<file path="src/rtl/memory_sequencer.sv">
// memory_sequencer: initiator for the memory control interface.
// Fetches 16-bit instructions as two byte reads at {PC,0} and {PC,1}, then
// increments PC. Also services execute-stage loads and stores through MAR,
// and applies PC jumps. It is the only driver of the memory control signals.
// Optional feature: define SEQ_BUSY_COUNT_EN to add the busy_cycles counter port.

package memory_sequencer_pkg;
    typedef enum logic [1:0] {
        MEM_NOP   = 2'd0,
        MEM_READ  = 2'd1,
        MEM_WRITE = 2'd2
    } memory_op_e;

    typedef enum logic [2:0] {
        ADDR_NOP      = 3'd0,
        ADDR_REL_SUB  = 3'd1,
        ADDR_REL_ADD  = 3'd2,
        ADDR_INC      = 3'd3,
        ADDR_ABSOLUTE = 3'd4
    } address_reg_op_e;

    typedef enum logic {
        BUS_MAR = 1'b0,
        BUS_PC  = 1'b1
    } memory_bus_selector_e;
endpackage

module memory_sequencer
    import memory_sequencer_pkg::*;
#(
    parameter int READ_CYCLES    = 2,
    parameter bit FETCH_ON_RESET = 1'b1
) (
    input  logic                 clock,
    input  logic                 reset,
    input  logic                 fetch_en,
    output logic                 instr_valid,
    input  logic                 instr_ready,
    output logic [15:0]          instr,
    input  logic                 jump_valid,
    input  logic [1:0]           jump_mode,
    input  logic [7:0]           jump_operand,
    input  logic                 req_valid,
    input  logic                 req_write,
    input  logic [7:0]           req_addr,
    input  logic                 req_word,
    input  logic [7:0]           req_wdata,
    output logic                 req_ack,
    output logic [7:0]           rdata,
    output memory_op_e           mem_op,
    output address_reg_op_e      mem_addr_op,
    output memory_bus_selector_e mem_bus_sel,
    output logic                 mem_word_sel,
    output logic [7:0]           mem_wdata,
    input  logic [7:0]           mem_rdata
`ifdef SEQ_BUSY_COUNT_EN
    ,
    output logic [15:0]          busy_cycles
`endif
);

    localparam int CNT_W = $clog2(READ_CYCLES);
    localparam logic [CNT_W-1:0] CNT_LAST = CNT_W'(READ_CYCLES - 1);

    typedef enum logic [3:0] {
        IDLE,
        JUMP,
        D_SETMAR,
        D_READ,
        D_WRITE,
        D_ACK,
        F_HI,
        F_LO,
        F_INC,
        F_HOLD
    } state_e;

    state_e         state;
    logic [CNT_W-1:0] cnt;
    // Lets the first idle cycle after reset start a fetch without fetch_en.
    logic           boot_fetch;
    logic           cnt_last;

    assign cnt_last = (cnt == CNT_LAST);

    // Jump modes 0/1/2 map onto the memory's PC update ops; anything else is a no-op.
    function automatic address_reg_op_e jump_to_addr_op(input logic [1:0] mode);
        case (mode)
            2'd0:    return ADDR_ABSOLUTE;
            2'd1:    return ADDR_REL_ADD;
            2'd2:    return ADDR_REL_SUB;
            default: return ADDR_NOP;
        endcase
    endfunction

    // Sequencer FSM: every memory command is registered and aligned with its state.
    always_ff @(posedge clock or posedge reset) begin
        if (reset) begin
            state        <= IDLE;
            cnt          <= '0;
            boot_fetch   <= FETCH_ON_RESET;
            instr_valid  <= 1'b0;
            instr        <= 16'h0000;
            req_ack      <= 1'b0;
            rdata        <= 8'h00;
            mem_op       <= MEM_NOP;
            mem_addr_op  <= ADDR_NOP;
            mem_bus_sel  <= BUS_MAR;
            mem_word_sel <= 1'b0;
            mem_wdata    <= 8'h00;
        end else begin
            // Commands last exactly one cycle unless a state re-issues them.
            mem_op      <= MEM_NOP;
            mem_addr_op <= ADDR_NOP;
            req_ack     <= 1'b0;
            case (state)
                IDLE: begin
                    boot_fetch <= 1'b0;
                    if (jump_valid) begin
                        state       <= JUMP;
                        mem_bus_sel <= BUS_PC;
                        mem_addr_op <= jump_to_addr_op(jump_mode);
                        mem_wdata   <= jump_operand;
                    end else if (req_valid) begin
                        state       <= D_SETMAR;
                        mem_bus_sel <= BUS_MAR;
                        mem_addr_op <= ADDR_ABSOLUTE;
                        mem_wdata   <= req_addr;
                    end else if (fetch_en || boot_fetch) begin
                        state        <= F_HI;
                        mem_bus_sel  <= BUS_PC;
                        mem_op       <= MEM_READ;
                        mem_word_sel <= 1'b0;
                        cnt          <= '0;
                    end
                end
                JUMP: begin
                    state <= IDLE;
                end
                D_SETMAR: begin
                    mem_word_sel <= req_word;
                    cnt          <= '0;
                    if (req_write) begin
                        state     <= D_WRITE;
                        mem_op    <= MEM_WRITE;
                        mem_wdata <= req_wdata;
                    end else begin
                        state  <= D_READ;
                        mem_op <= MEM_READ;
                    end
                end
                D_READ: begin
                    if (cnt_last) begin
                        rdata   <= mem_rdata;
                        state   <= D_ACK;
                        req_ack <= 1'b1;
                    end else begin
                        cnt    <= cnt + 1'b1;
                        mem_op <= MEM_READ;
                    end
                end
                D_WRITE: begin
                    state   <= D_ACK;
                    req_ack <= 1'b1;
                end
                D_ACK: begin
                    state <= IDLE;
                end
                F_HI: begin
                    if (cnt_last) begin
                        instr[15:8]  <= mem_rdata;
                        state        <= F_LO;
                        mem_op       <= MEM_READ;
                        mem_word_sel <= 1'b1;
                        cnt          <= '0;
                    end else begin
                        cnt    <= cnt + 1'b1;
                        mem_op <= MEM_READ;
                    end
                end
                F_LO: begin
                    if (cnt_last) begin
                        instr[7:0]  <= mem_rdata;
                        state       <= F_INC;
                        mem_addr_op <= ADDR_INC;
                    end else begin
                        cnt    <= cnt + 1'b1;
                        mem_op <= MEM_READ;
                    end
                end
                F_INC: begin
                    state       <= F_HOLD;
                    instr_valid <= 1'b1;
                end
                F_HOLD: begin
                    if (instr_ready) begin
                        instr_valid <= 1'b0;
                        state       <= IDLE;
                    end
                end
                default: begin
                    state <= IDLE;
                end
            endcase
        end
    end

`ifdef SEQ_BUSY_COUNT_EN
    function automatic logic [15:0] sat_inc(input logic [15:0] v);
        return (v == 16'hFFFF) ? v : v + 16'd1;
    endfunction

    // Count every non-idle cycle, sticking at the top value.
    always_ff @(posedge clock or posedge reset) begin
        if (reset) begin
            busy_cycles <= 16'h0000;
        end else if (state != IDLE) begin
            busy_cycles <= sat_inc(busy_cycles);
        end
    end
`endif

endmodule
</file>
<file path="config.mk">
export PLATFORM = sky130hd
export DESIGN_NAME = memory_sequencer
export DESIGN_NICKNAME = d
export VERILOG_FILES = /design/src/rtl/memory_sequencer.sv
export SDC_FILE = /design/constraint.sdc
export NUM_CORES = 1
export LEC_CHECK = 0
export ABC_CLOCK_PERIOD_IN_PS = 2000
export BUFFER_PORTS_ARGS = -buffer_cell sky130_fd_sc_hd__buf_2
export CAP_MARGIN = 40
export CORE_MARGIN = 2
export CORE_UTILIZATION = 35
export DETAILED_ROUTE_END_ITERATION = 16
export PLACE_DENSITY_LB_ADDON = 0.3
export SYNTH_ARGS = -nofsm -noshare
export SYNTH_HDL_FRONTEND = slang
export SYNTH_SLANG_ARGS = --single-unit
export TNS_END_PERCENT = 30
</file>
<file path="constraint.sdc">
create_clock -name clock -period 2 [get_ports clock]
set_input_delay 0.1 -clock clock [delete_from_list [all_inputs] [get_ports clock]]
set_output_delay 0.1 -clock clock [all_outputs]
set_load 0.03 [all_outputs]
</file>
==> run summary, run 1 <==
Vias/cell -> 5.03
Nets -> 313
Largest area contributor in the netlist -> dfrtp_1
Post-Layout Inst Area -> 2820 um2
Diode count -> 0
Area post-placement -> 2690 um2
Initial Util -> 36.5%
Critical-path cell list -> or4_1, o21ai_4, o221a_2
Row Count -> 28
Via count -> 1745
Post-synth top area share -> 52.9%
Area of the multi-input gates -> 908 um2
Synth Area per Inst -> 12.0 um2
CP peak stage delay -> 0.78 ns
Seq/Total Area, Yosys -> 54.1%
Post-CTS setup buffer count -> 0
PD cells -> 1670 nW/um2
Syn Inst Count -> 182
Unrepaired setup endpoints after global routing -> false
Final hold vios -> 0
Total GRT Usage -> 15.3%
Initial DRC Count -> 62
Reg clk slew, reported paths -> 0.10 ns
Peak supply drop -> 0.811 mV
Number of buffers created by CTS -> 5
Final wirelength -> 5.27 mm
Startpoint types -> register
Setup TNS -> 0 ns
Initial antenna violation count -> 0
DRC -> 0
Clk buf depth -> 2
Max Slew Vio Count -> 0
Max-Cap Viols -> 0
Min Tclk post-route -> 1.79 ns
CTS hold repair buffers -> 1
Leak -> 1.38 nW
TritonCTS clock tree -> built
Vias in the first global route -> 1756
CTS Sinks -> 47
Die Y -> 82.8 um
Clk root buf -> clkbuf_8
Setup Skew -> 0.0147 ns
Core Box Area -> 5960 um2
Worst-path fanout max -> 11
Slowest CP cell -> or4_1
Die X-Extent -> 82.8 um
Async SR Flop Fraction -> 100%
WS Path Type -> reg -> reg
Period utilization -> 89.4%
Largest net degree at the start of global routing -> 48
WHS -> 0.0447 ns
Outcome -> finished, final reports clean
Final core occ -> 47.3%
Port-buffer cells -> 82
Total gr overflow -> 0
H-Tree Depth -> 2
Reg area -> 1180 um2
Worst-margin pin slew -> 0.602 ns
#FFs+latches synth -> 47
Fillers -> 584
Hold/Removal Path Class -> in -> reg
Setup violators final -> 0
Resize count post-CTS -> 0
Layout cells sized above 1 -> 51.8%
Largest cells by area after synthesis -> dfrtp_1, mux2_2, mux2i_1
EDFF count, synth -> 0
Pre-antenna DRT Iters -> 4
Average routed wire per standard cell -> 15.2 um
Slew headroom -> 59.8%
Synth warnings -> 0
Worst-Skew Late Latency -> 0.31 ns
DP HPWL -> 3.86 mm
CP arrival -> 2.03 ns
RePlAce Congestion -> 0.899
Syn Nets -> 224
Primary FF master, synth -> dfrtp_1
Library cells used by synthesis -> 41
# IOs -> 83
Crit end category -> register
Max Freq -> 0.559 GHz
Die footprint -> 6860 um2
R2r setup slk -> 0.21 ns
First-pass GRT wire length -> 8.67 mm
Synth-to-layout area growth -> 29.4%
Final ANT Viol Nets -> 0
Critical Path RT -> 2.25 ns
Post-Syn Area -> 2180 um2
power breakdown:
part           switching (mW)  internal [mW]  total [mW]
clock network           0.342          0.377       0.719
logic                    1.47          0.888        2.35
registers               0.261           1.37        1.63
final timing paths:
check / from / to / cells past startpoint
max: state[3]$_DFFE_PP0P_ / mem_wdata[2]$_DFFE_PP0P_ / 3
min: mem_rdata[2] / instr[10]$_DFFE_PP0P_ / 2
max reg2reg: state[3]$_DFFE_PP0P_ / mem_wdata[2]$_DFFE_PP0P_ / 3
min reg2reg: instr_valid$_DFFE_PP0P_ / instr_valid$_DFFE_PP0P_ / 2
max in group asynchronous: reset / mem_op[0]$_DFF_PP0_ / 4
min in group asynchronous: reset / instr[9]$_DFFE_PP0P_ / 4
cells by family after synthesis:
family / after synthesis / share of synthesized area, %
flops: 47 / 54.1
compound gates: 35 / 12.7
mux: 33 / 16.6
simple gates: 49 / 12.5
buf+inv: 18 / 4.14
critical path, delay by kind of cell (launching register included):
kind            cells  cell delay (ns)
compound gates      2             0.42
flops               1             0.53
simple gates        1             0.78
sequential cells by signal, indices dropped and copies added, names as in the netlist:
register,count
mem_addr_op,3
mem_bus_sel,1
boot_fetch,1
mem_wdata,8
state,4
mem_word_sel,1
cnt,1
req_ack,1
instr,16
mem_op,2
instr_valid,1
rdata,8
cells in the final DEF (no fill, tap or decap), types with 2 or more instances in the layout:
cell | netlist | layout
a21oi_1 | 8 | 8
buf_2 | 6 | 82
buf_4 | 0 | 10
clkbuf_8 | 0 | 5
dfrtp_1 | 46 | 46
inv_1 | 7 | 6
mux2_2 | 24 | 24
mux2i_1 | 9 | 9
nand2_1 | 13 | 13
nand2b_1 | 2 | 2
nand3_1 | 2 | 2
nor2_1 | 10 | 10
nor2b_1 | 3 | 3
nor3_1 | 5 | 5
nor4_1 | 2 | 2
o21ai_0 | 6 | 6
o221a_2 | 8 | 8
or3_1 | 3 | 3
area by class of cell:
type | count | share of cell area [%]
timing repair buffer | 93 | 17.6
clock buffer | 5 | 2.44
inverter | 7 | 0.933
multi-input combinational | 117 | 32.3
clock inverter | 3 | 1.64
sequential | 47 | 41.8
tap | 75 | 3.33
synth_stat cells, types with 2 or more instances:
master and n:
inv_1 7, buf_6 2, nand3_1 2, dfrtp_1 46, or3_1 3, o21ai_0 6, nor4_1 2, a21oi_1 8
nor3_1 5, buf_2 6, nand2_1 13, nand2b_1 2, clkbuf_1 3, o221a_2 8, mux2_2 24, mux2i_1 9
nor2_1 10, nor2b_1 3
routing by layer:
layer  routed length (um)  part of all wire (%)  track usage (%)  vias up
met5                    0                     0                0        -
met3                  368                   7.0             4.67        4
li1                     -                     -                -      833
met4                   24                  0.46             2.68        0
met1                 2420                    46             21.5      842
met2                 2460                    47             23.7       66
metrics by stage:
step / setup slack [ns] / power [mW] / instances
global placement: 0.262 / 3.99 / 338
floorplan: 0.351 / 3.34 / 182
finish: 0.212 / 4.70 / 347
CTS: 0.196 / 4.75 / 347
global route: 0.146 / 4.98 / 347
detailed placement: 0.221 / 4.02 / 338
Power figures use the tool's default switching activity.
==> inputs of run 2 (changes only) <==
==> constraint.sdc (replaced) <==
create_clock -name clock -period 2 [get_ports clock]
set_input_delay 0.4 -clock clock [delete_from_list [all_inputs] [get_ports clock]]
set_output_delay 0.4 -clock clock [all_outputs]
set_load 0.03 [all_outputs]
==> run 2 against run 1 <==
Effect of this change: critical path depth stayed put; combinational power hardly changed; fmax shrank 0.12%; clock power is 14% higher; highest routed layer unchanged; sequential share of layout area shrank 0.39 points; utilization grew 0.44 points; first-iteration DRC count increased by 76%; non-clock buffer count up 1; largest power group unchanged.
==> run summary, run 2 (synthesis results as in run 1) <==
Outcome -> finished, final reports clean
Area post-placement -> 2710 um2
Die X-Extent -> 82.8 um
Fillers -> 581
Hold/Removal Path Class -> in -> async
RePlAce Congestion -> 0.914
PD cells -> 1700 nW/um2
Crit end category -> register
Startpoint types -> register
Crit Reg-Reg Endpoint -> mem_wdata[2]$_DFFE_PP0P_
Clk buf depth -> 2
CTS hold repair buffers -> 0
Final ANT Viol Nets -> 0
Most frequent cells in the layout -> buf_2, dfrtp_1, mux2_2, nand2_1, buf_4
Critical Path Start -> state[3]$_DFFE_PP0P_
Row Count -> 28
Max Slew Vio Count -> 0
Nets -> 314
Diode count -> 0
Die footprint -> 6860 um2
Critical Path RT -> 2.24 ns
DRC -> 0
Core Box Area -> 5960 um2
DP HPWL -> 4.00 mm
Number of buffers created by CTS -> 5
Min Tclk post-route -> 1.79 ns
Average routed wire per standard cell -> 15.3 um
Vias in the first global route -> 1851
Setup TNS -> 0 ns
R2r setup slk -> 0.21 ns
TritonCTS clock tree -> built
Commonest non-fill, non-tap cell in the layout -> buf_2
Worst-margin pin slew -> 0.535 ns
Port-buffer cells -> 82
Final hold vios -> 0
Die Y -> 82.8 um
GRT met2 Usage -> 25.4%
R2R Path Start -> state[3]$_DFFE_PP0P_
WS Path Type -> reg -> reg
GRT met1 Usage -> 21.6%
Via count -> 1764
Initial DRC Count -> 109
Max-Cap Viols -> 0
Largest register FFs -> 16
Setup violators final -> 0
Design Power -> 4.82 mW
Reg clk slew, reported paths -> 0.09 ns
Pre-antenna DRT Iters -> 4
CTS Sinks -> 47
Final wirelength -> 5.31 mm
Post-CTS setup buffer count -> 0
Initial Util -> 36.5%
# IOs -> 83
R2R cell count -> 3
Area of the multi-input gates -> 908 um2
Resize count post-CTS -> 0
Largest net degree at the start of global routing -> 27
Unrepaired setup endpoints after global routing -> false
Post-Layout Inst Area -> 2840 um2
First-pass GRT wire length -> 9.13 mm
Final Non-Filler Cells -> 348
Worst-Skew Late Latency -> 0.30 ns
Period utilization -> 89.5%
Leak -> 1.40 nW
Global routing's busiest layer -> met2
Biggest register -> instr
Setup Skew -> 0.00655 ns
Worst-path fanout max -> 11
Peak supply drop -> 0.905 mV
Top flop regs -> instr x16, mem_wdata x8, rdata x8
Dpl cells -> 340
Total gr overflow -> 0
Initial antenna violation count -> 0
Layout cells sized above 1 -> 52.4%
Total GRT Usage -> 16.1%
Grt met3 use -> 5.67%
H-Tree Depth -> 2
Max Freq -> 0.559 GHz
Clk root buf -> clkbuf_8
Synth-to-layout area growth -> 30.6%
Reg area -> 1180 um2
Vias/cell -> 5.07
Slew headroom -> 64.0%
CP arrival -> 2.03 ns
-- run 2: cell count changes in the layout (fill, tap and decap cells not counted), sizes merged --
cell,previous run,this run
bufinv,1,2
dlygate4sd3,1,0
inv,8,7
buf,92,94
-- run 2: area by class of cell --
type,instances,share of cell area [%]
clock inverter,3,2.38
inverter,7,0.924
multi-input combinational,117,32.0
clock buffer,5,2.42
timing repair buffer,94,17.6
sequential,47,41.4
tap,75,3.30
-- run 2: per-stage QoR --
step | hold slack [ns] | util [%] | setup slack [ns]
final | 0.126 | 47.7 | 0.210
after global routing | 0.151 | 47.7 | 0.107
after CTS | 0.132 | 47.7 | 0.180
after detailed placement | 0.463 | 45.4 | 0.202
after global placement | 0.454 | 45.4 | 0.266
after floorplan | 0.486 | - | 0.351
-- run 2: layer usage --
| layer | vias to the layer above | routed length [um] |
|---|---|---|
| li1 | 841 | - |
| met1 | 854 | 2470 |
| met2 | 65 | 2450 |
| met3 | 4 | 364 |
| met4 | 0 | 30 |
| met5 | - | 0 |
-- run 2: power breakdown --
group          switching, mW  internal (mW)
sequential             0.248           1.37
clock                  0.324          0.498
combinational           1.49          0.897
total                   2.06           2.76
-- run 2: critical path, stage by stage (launching register included) --
cell	delay (ns)
dfrtp_1	0.52
or4_1	0.78
o21ai_4	0.20
o221a_2	0.24
-- run 2: worst max path at each step --
stage	depth (start not counted)	slack (ns)	end
after global routing	3	0.11	mem_wdata[5]$_DFFE_PP0P_
after CTS	3	0.18	mem_wdata[2]$_DFFE_PP0P_
after floorplan	6	0.35	state[0]$_DFFE_PP0P_
after global placement	3	0.27	mem_wdata[1]$_DFFE_PP0P_
final	3	0.21	mem_wdata[2]$_DFFE_PP0P_
after detailed placement	3	0.20	mem_wdata[2]$_DFFE_PP0P_
==> inputs of run 3 (changes only) <==
Settings changed: CORE_UTILIZATION 35 to 36.
==> run 3 against run 2 <==
Effect of this change: clock skew fell by 0.0025 ns; first-iteration DRC count decreased by 20%; design area shrank 0.84%; combinational power barely moved; via count decreased by 1.6%; sequential power barely moved; largest cell class unchanged; flip-flop and latch count unchanged.
==> run summary, run 3 (synthesis results as in run 1) <==
Clk buf depth -> 2
CP peak stage delay -> 0.72 ns
Setup Skew -> 0.00407 ns
Worst-margin pin slew -> 0.588 ns
PD cells -> 1660 nW/um2
Critical Path Start -> state[2]$_DFFE_PP0P_
Layout cells sized above 1 -> 52.4%
CTS Sinks -> 47
Final ANT Viol Nets -> 0
Nets -> 314
# IOs -> 83
Largest net degree at the start of global routing -> 48
Average routed wire per standard cell -> 15.1 um
Die Y -> 81.7 um
Worst-Skew Late Latency -> 0.30 ns
Design Power -> 4.69 mW
Slew headroom -> 60.8%
Final Non-Filler Cells -> 348
Pre-antenna DRT Iters -> 4
Hold/Removal Path Class -> in -> async
Setup violators final -> 0
First-pass GRT wire length -> 8.34 mm
Buf/Inv on CP -> 1
Most frequent cells in the layout -> buf_2, dfrtp_1, mux2_2, nand2_1, buf_4
Via count -> 1735
Top flop regs -> instr x16, mem_wdata x8, rdata x8
Fillers -> 554
Dpl cells -> 340
Peak supply drop -> 0.910 mV
Commonest non-fill, non-tap cell in the layout -> buf_2
Initial Util -> 37.0%
Setup TNS -> 0 ns
WS Path Type -> reg -> reg
Sw Ratio -> 43.7%
Total gr overflow -> 0
TritonCTS clock tree -> built
Logic pwr share -> 50.9%
Leak -> 1.39 nW
Clk root buf -> clkbuf_8
Period utilization -> 90.1%
Post-CTS setup buffer count -> 0
Die footprint -> 6680 um2
Outcome -> finished, final reports clean
Number of buffers created by CTS -> 5
R2R Path Start -> state[2]$_DFFE_PP0P_
Critical Path RT -> 2.24 ns
Die X-Extent -> 81.7 um
Clock power frac -> 14.8%
P_sw -> 2.05 mW
Reg clk slew, reported paths -> 0.09 ns
Post-Layout Inst Area -> 2820 um2
Family with the most delay on the worst path -> simple AND/OR/NAND/NOR gates
Fin worst setup slack -> 0.198 ns
Final hold vios -> 0
Worst-path fanout max -> 10
Max Slew Vio Count -> 0
Diode count -> 0
Setup WS pre-CTS -> 0.219 ns
DRC -> 0
Initial DRC Count -> 87
Biggest register -> instr
P_int -> 2.64 mW
Area post-placement -> 2710 um2
Initial antenna violation count -> 0
Unrepaired setup endpoints after global routing -> false
Row Count -> 28
DP HPWL -> 3.86 mm
Crit end category -> register
Resize count post-CTS -> 0
Final core occ -> 47.9%
Port-buffer cells -> 82
Reg power frac -> 34.3%
WHS -> 0.254 ns
Critical-path cell list -> buf_4, or4_1, o21ai_4, o221a_2
Min Tclk post-route -> 1.80 ns
Total GRT Usage -> 16.3%
Synth-to-layout area growth -> 29.6%
Core Box Area -> 5890 um2
Final wirelength -> 5.24 mm
Largest register FFs -> 16
Startpoint types -> register
H-Tree Depth -> 2
Max-Cap Viols -> 0
Vias/cell -> 4.99
CP arrival -> 2.04 ns
Vias in the first global route -> 1783
Slowest CP cell -> or4_1
CTS hold repair buffers -> 0
RePlAce Congestion -> 0.886
Max Freq -> 0.555 GHz
-- run 3: final timing paths --
kind	end	slack (ns)	cells after the start
worst max-delay path	mem_wdata[0]$_DFFE_PP0P_	0.20	4
worst min-delay path	instr[11]$_DFFE_PP0P_	0.25	3
worst max register to register	mem_wdata[0]$_DFFE_PP0P_	0.20	4
worst min register to register	instr_valid$_DFFE_PP0P_	0.49	2
max in group asynchronous	req_ack$_DFF_PP0_	1.36	3
min in group clock	mem_addr_op[1]$_DFF_PP0_	0.36	2
-- run 3: final cells by class --
type	count	area, um2	area share [%]
flip-flops and latches	47	1180	41.8
multi-input cells	117	908	32.2
repair buffers	94	500	17.8
well taps	75	93.8	3.33
clock buffers	5	68.8	2.44
clock inverters	3	43.8	1.55
inverters	7	26.3	0.932
-- run 3: routing by layer --
layer	track usage, %	vias up	part of all wire, %
li1	-	840	-
met1	21.4	826	45
met2	27.1	67	47
met3	4.62	2	7.8
met4	3.50	0	0.19
met5	0	-	0
-- run 3: power by group through the flow --
stage	sequential [mW]	combinational (mW)	clock (mW)
final	1.61	2.39	0.694
after global routing	1.67	2.58	0.765
after CTS	1.61	2.41	0.726
after detailed placement	1.62	2.41	0
after global placement	1.61	2.38	0
after floorplan	2.31	1.03	0
-- run 3: worst register-to-register path: stages (launching register included) --
cell and delay, ns:
dfrtp_1 0.41, buf_4 0.17, or4_1 0.73, o21ai_4 0.21, o221a_2 0.24
